--- config.mk ---
export PLATFORM = sky130hd
export DESIGN_NAME = mem_arbiter
export DESIGN_NICKNAME = d
export VERILOG_FILES = /design/src/rtl/riscv_mem_pkg.sv /design/src/rtl/rr_arbiter2.sv /design/src/rtl/mem_arbiter.sv
export SDC_FILE = /design/constraint.sdc
export NUM_CORES = 1
export LEC_CHECK = 0
export CAP_MARGIN = 15
export CORE_ASPECT_RATIO = 1.5
export CORE_UTILIZATION = 44
export DETAILED_ROUTE_END_ITERATION = 7
export PLACE_DENSITY = 0.86
export SYNTH_ARGS = -nofsm -noshare
export SYNTH_HDL_FRONTEND = slang
export SYNTH_HIERARCHICAL = 1
export SYNTH_SLANG_ARGS = --single-unit
--- constraint.sdc ---
create_clock -name i_clk -period 2.45 [get_ports i_clk]
set_input_delay 0.245 -clock i_clk [delete_from_list [all_inputs] [get_ports i_clk]]
set_output_delay 0.245 -clock i_clk [all_outputs]
set_load 0.05 [all_outputs]
--- src/rtl/riscv_mem_pkg.sv ---
// Shared types and constants for the unified-memory arbiter.
package riscv_mem_pkg;

  localparam int unsigned XLEN = 32;

  typedef enum logic {
    IDLE   = 1'b0,
    ACCESS = 1'b1
  } arb_state_t;

  typedef enum logic {
    PORT_I = 1'b0,
    PORT_D = 1'b1
  } port_id_t;

endpackage

--- src/rtl/rr_arbiter2.sv ---
// Two-way round-robin picker between fetch and data requests.
module rr_arbiter2
  import riscv_mem_pkg::*;
(
  input  logic clk_i,
  input  logic rst_ni,
  input  logic req_fetch_i,
  input  logic req_data_i,
  input  logic update_i,
  output logic valid_o,
  output logic pick_data_o
);

  port_id_t last_q;
  port_id_t pick;

  // On a tie pick the port that lost last time; a lone request always wins.
  always_comb begin
    pick = PORT_I;
    if (req_fetch_i && req_data_i) begin
      pick = (last_q == PORT_I) ? PORT_D : PORT_I;
    end else if (req_data_i) begin
      pick = PORT_D;
    end
  end

  assign valid_o     = req_fetch_i | req_data_i;
  assign pick_data_o = (pick == PORT_D);

  // Last-grant register; starts at I so the first tie goes to D.
  always_ff @(posedge clk_i or negedge rst_ni) begin
    if (!rst_ni) begin
      last_q <= PORT_I;
    end else if (update_i) begin
      last_q <= pick;
    end
  end

endmodule

--- src/rtl/mem_arbiter.sv ---
// Shares one single-port memory between instruction fetch and data ports,
// one transaction in flight, with round-robin arbitration and wait timeout.
module mem_arbiter #(
  parameter int unsigned XLEN           = riscv_mem_pkg::XLEN,
  parameter int unsigned TIMEOUT_CYCLES = 16
) (
  input  logic            i_clk,
  input  logic            i_rst_n,
  input  logic            i_i_req,
  input  logic [XLEN-1:0] i_i_addr,
  input  logic            i_d_req,
  input  logic            i_d_we,
  input  logic [XLEN-1:0] i_d_addr,
  input  logic [XLEN-1:0] i_d_wdata,
  output logic            o_i_gnt,
  output logic            o_d_gnt,
  output logic            o_i_rvalid,
  output logic            o_d_rvalid,
  output logic [XLEN-1:0] o_i_rdata,
  output logic [XLEN-1:0] o_d_rdata,
  output logic            o_i_err,
  output logic            o_d_err,
  output logic            o_mem_req,
  output logic            o_mem_we,
  output logic [XLEN-1:0] o_mem_addr,
  output logic [XLEN-1:0] o_mem_wdata,
  input  logic            i_mem_ready,
  input  logic [XLEN-1:0] i_mem_rdata
);

  import riscv_mem_pkg::*;

  localparam int unsigned CntW = (TIMEOUT_CYCLES > 1) ? $clog2(TIMEOUT_CYCLES) : 1;
  localparam logic [CntW-1:0] CntLast =
      CntW'((TIMEOUT_CYCLES > 0) ? TIMEOUT_CYCLES - 1 : 0);

  arb_state_t      state_q;
  port_id_t        owner_q;
  logic            armed_q;     // blocks arbitration on the first edge after reset
  logic [CntW-1:0] wait_cnt_q;

  logic     arb_valid;
  logic     arb_pick_data;
  port_id_t arb_pick;
  logic     arb_take;
  logic     timed_out;
  logic     done;

  assign arb_pick  = arb_pick_data ? PORT_D : PORT_I;
  assign arb_take  = (state_q == IDLE) && armed_q && arb_valid;
  assign timed_out = (TIMEOUT_CYCLES != 0) && (wait_cnt_q == CntLast);
  assign done      = i_mem_ready || timed_out;

  rr_arbiter2 u_rr (
    .clk_i       (i_clk),
    .rst_ni      (i_rst_n),
    .req_fetch_i (i_i_req),
    .req_data_i  (i_d_req),
    .update_i    (arb_take),
    .valid_o     (arb_valid),
    .pick_data_o (arb_pick_data)
  );

  // Transaction FSM with registered memory and response outputs.
  always_ff @(posedge i_clk or negedge i_rst_n) begin
    if (!i_rst_n) begin
      state_q     <= IDLE;
      owner_q     <= PORT_I;
      armed_q     <= 1'b0;
      wait_cnt_q  <= '0;
      o_i_gnt     <= 1'b0;
      o_d_gnt     <= 1'b0;
      o_i_rvalid  <= 1'b0;
      o_d_rvalid  <= 1'b0;
      o_i_rdata   <= '0;
      o_d_rdata   <= '0;
      o_i_err     <= 1'b0;
      o_d_err     <= 1'b0;
      o_mem_req   <= 1'b0;
      o_mem_we    <= 1'b0;
      o_mem_addr  <= '0;
      o_mem_wdata <= '0;
    end else begin
      armed_q    <= 1'b1;
      o_i_gnt    <= 1'b0;
      o_d_gnt    <= 1'b0;
      o_i_rvalid <= 1'b0;
      o_d_rvalid <= 1'b0;
      o_i_rdata  <= '0;
      o_d_rdata  <= '0;
      o_i_err    <= 1'b0;
      o_d_err    <= 1'b0;
      case (state_q)
        IDLE: begin
          if (arb_take) begin
            state_q    <= ACCESS;
            owner_q    <= arb_pick;
            wait_cnt_q <= '0;
            o_mem_req  <= 1'b1;
            if (arb_pick == PORT_D) begin
              o_d_gnt     <= 1'b1;
              o_mem_we    <= i_d_we;
              o_mem_addr  <= i_d_addr;
              o_mem_wdata <= i_d_wdata;
            end else begin
              o_i_gnt     <= 1'b1;
              o_mem_we    <= 1'b0;
              o_mem_addr  <= i_i_addr;
              o_mem_wdata <= '0;
            end
          end
        end
        ACCESS: begin
          if (done) begin
            // Ready has priority over a coincident timeout.
            state_q     <= IDLE;
            o_mem_req   <= 1'b0;
            o_mem_we    <= 1'b0;
            o_mem_addr  <= '0;
            o_mem_wdata <= '0;
            if (owner_q == PORT_D) begin
              o_d_rvalid <= 1'b1;
              o_d_err    <= !i_mem_ready;
              o_d_rdata  <= (i_mem_ready && !o_mem_we) ? i_mem_rdata : '0;
            end else begin
              o_i_rvalid <= 1'b1;
              o_i_err    <= !i_mem_ready;
              o_i_rdata  <= i_mem_ready ? i_mem_rdata : '0;
            end
          end else begin
            wait_cnt_q <= wait_cnt_q + CntW'(1);
          end
        end
        default: state_q <= IDLE;
      endcase
    end
  end

endmodule
==> impl_metrics.yaml <==
run_status:
  outcome: "finished, final reports clean"
detailed_routing:
  num_vias: 4639
  drt_first_pass_iters: 4
  avgRoutedWirePerCell_um: 17.01
  drtAntennaViolNets: 0
  avgViaCountPerCell: 5.120
  drt_iter0_markers: 169
  drc: 0
  drt-total-wl_um: 15410
finish:
  post-route-util: 0.7296
  syn2layout_area_growth_pct: 61.41
  layout_commonest_cell: "clkdlybuf4s50_1"
  seqCellArea_um2: 3603
  final_cell_mix: "268 x clkdlybuf4s50_1, 144 x dfrtp_1, 67 x nand2_1, 66 x and2_1, 34 x nand3_1"
  fin_area_um2: 9084
  finish.net_count: 872
  multi_input_area_um2: 1810
  drive_gt1_frac: 0.08000
  antenna_cells: 0
  fillers: 851
timing:
  skew_ps: 9.511
  period_needed_ps: 1950
  finalSetupTns_ps: 0
  hold_viol_final: 0
  clock.fmax_ghz: 0.5129
  fin_crit_sh: 0.7958
  drv_slew: 0
  tightest_slew_ps: 802.6
  slew_headroom: 0.4649
  grt_setup_unrepaired: "false"
  setup_violations: 0
setup_path:
  worstPathRequired_ps: 2690
  cp_data_arrival_time_ps: 2190
  cp_max_fo: 66
  r2r-start: "wait_cnt_q[0]"
  end_kind: "flip-flop"
  reg2regPathDepth: 4
  path_class: "flip-flop to flip-flop"
  r2r_setup_slack_ps: 500
  r2r_end: "o_mem_wdata[6]"
  start_kind: "flip-flop"
floorplan:
  num_rows: 50
  die_area_um2: 13260
  start_util: 0.4521
  fp.coreArea_um2: 12450
  die_width_um: 94.34
  die_height_um: 140.5
  io_pins: 270
power_and_ir_drop:
  p_per_area_nw_per_um2: 874.6
  p_leak_nw: 4.024
  vdd_ir_drop_max_mv: 0.5571
  total_power_mw: 7.944
cts:
  cts.repair.resized: 0
  cts-root-buf: "clkbuf_16"
  post-cts-setup-buffer-count: 0
  cts_max_level: 4
  cts_buffers: 17
  hold_buffers: 1
  clk_pin_slew_worst_paths_ps: 60
  cts_buffer_depth: 2
  cts_sinks: 144
  tritoncts: "done"
  clk_latency_ps: 410
hold_path:
  hp-class: "input pin to flip-flop"
  min_to: "o_i_rdata[23]"
  hold_depth: 2
  hp-start: "i_mem_rdata[23]"
synth:
  synth_cell_types: 37
  syn_nets: 610
  synth_seq_cells: 144
  synthCells: 475
  syn-cell-area_um2: 5628
  synth_edf_count: 0
  synth-async-reset-ratio: 1.000
  synth.avg_cell_area_um2: 11.85
  yosysSeqAreaShare: 0.6403
  ys.warnings.count: 6
  synth_ff_type: "dfrtp_1"
global_route:
  gr-total-overflow: 0
  grtUsageTotal: 0.2403
  antenna_found_initial: 0
  grt_pass1_vias: 4849
  grt_pass1_wl_um: 24030
  grt_max_degree: 86
placed_design:
  gp_congestion: 0.7360
  dp_hpwl_um: 10910
  portBuffers: 269
  dpl-instance-area_um2: 8408
job:
  cap_violations: 0
-- kinds of logic after synthesis --
family	Yosys count	share of synthesized area
flip-flops	144	0.6403
AND/OR/NAND/NOR	181	0.1672
other	1	0.0006663
multiplexers	34	0.06136
adder cells (fa/ha/maj)	1	0.002223
buffers and inverters	37	0.03935
AO/OA/AOI/OAI	77	0.08892
-- metrics by stage --
stage | setup WS (ps) | cells | hold slack (ps)
after floorplan | 985.0 | 475 | -50.59
after global placement | 555.0 | 873 | 297.7
after detailed placement | 409.8 | 873 | 309.4
after CTS | 487.9 | 906 | 395.3
after global routing | 422.0 | 906 | 403.1
final | 500.3 | 906 | 404.9
-- sequential cells by signal, summed over array words and instances, names as in the netlist --
name,cells
wait_cnt_q,4
o_mem_we,1
o_mem_req,1
o_d_err,1
u_rr/last_q,1
armed_q,1
o_i_rvalid,1
o_mem_wdata,32
o_d_gnt,1
o_d_rdata,32
o_i_err,1
state_q,1
o_mem_addr,32
owner_q,1
o_i_gnt,1
o_d_rvalid,1
o_i_rdata,32
-- cell usage after synthesis (all sizes together), types with 3 or more instances --
master,instances,area share
and2,66,0.073
nand2,67,0.045
o21ai,37,0.038
o211ai,3,0.0040
clkbuf,9,0.0071
nand3,34,0.030
mux2i,33,0.059
nor2,3,0.0020
o22ai,32,0.038
dfrtp,144,0.64
buf,26,0.031
-- routing by layer --
metal | global-route usage | up-vias | part of all wire | wire (um)
li1 | - | 2131 | - | -
met1 | 0.2583 | 2276 | 0.35 | 5387
met2 | 0.4241 | 204 | 0.54 | 8344
met3 | 0.08306 | 28 | 0.090 | 1380
met4 | 0.09393 | 0 | 0.020 | 301
met5 | 0 | - | 0 | 0
-- worst max-delay path: stages, from the launching register on --
cell and delay [ps]:
dfrtp_1 400, ha_1 220, and3_4 230, o21a_4 620, o21ai_0 240
-- worst max path at each step --
stage                            to  slack (ps)     startpoint  depth (start not counted)
floorplan             wait_cnt_q[2]         990  wait_cnt_q[0]                          4
global placement     o_mem_wdata[1]         560        i_i_req                          7
detailed placement   o_mem_wdata[6]         410        i_i_req                          7
CTS                        o_mem_we         490       o_mem_we                          1
global route        o_mem_wdata[16]         420  wait_cnt_q[0]                          4
finish               o_mem_wdata[6]         500  wait_cnt_q[0]                          4
-- area by class of cell --
cell class,instances,area share
clock buffers,18,0.04835
flip-flops and latches,144,0.3967
multi-input cells,294,0.1993
well taps,156,0.02149
inverters,2,0.0008264
repair buffers,278,0.3084
clock inverters,14,0.02493
-- report_power, final --
part / switching, mW / total (mW) / internal (mW) / leakage [nW]
clock: 1.03 / 2.89 / 1.85 / 0.319
sequential: 0.164 / 2.81 / 2.65 / 1.93
combinational: 1.41 / 2.24 / 0.831 / 1.77
total: 2.61 / 7.94 / 5.33 / 4.02
Power figures use the tool's default switching activity.
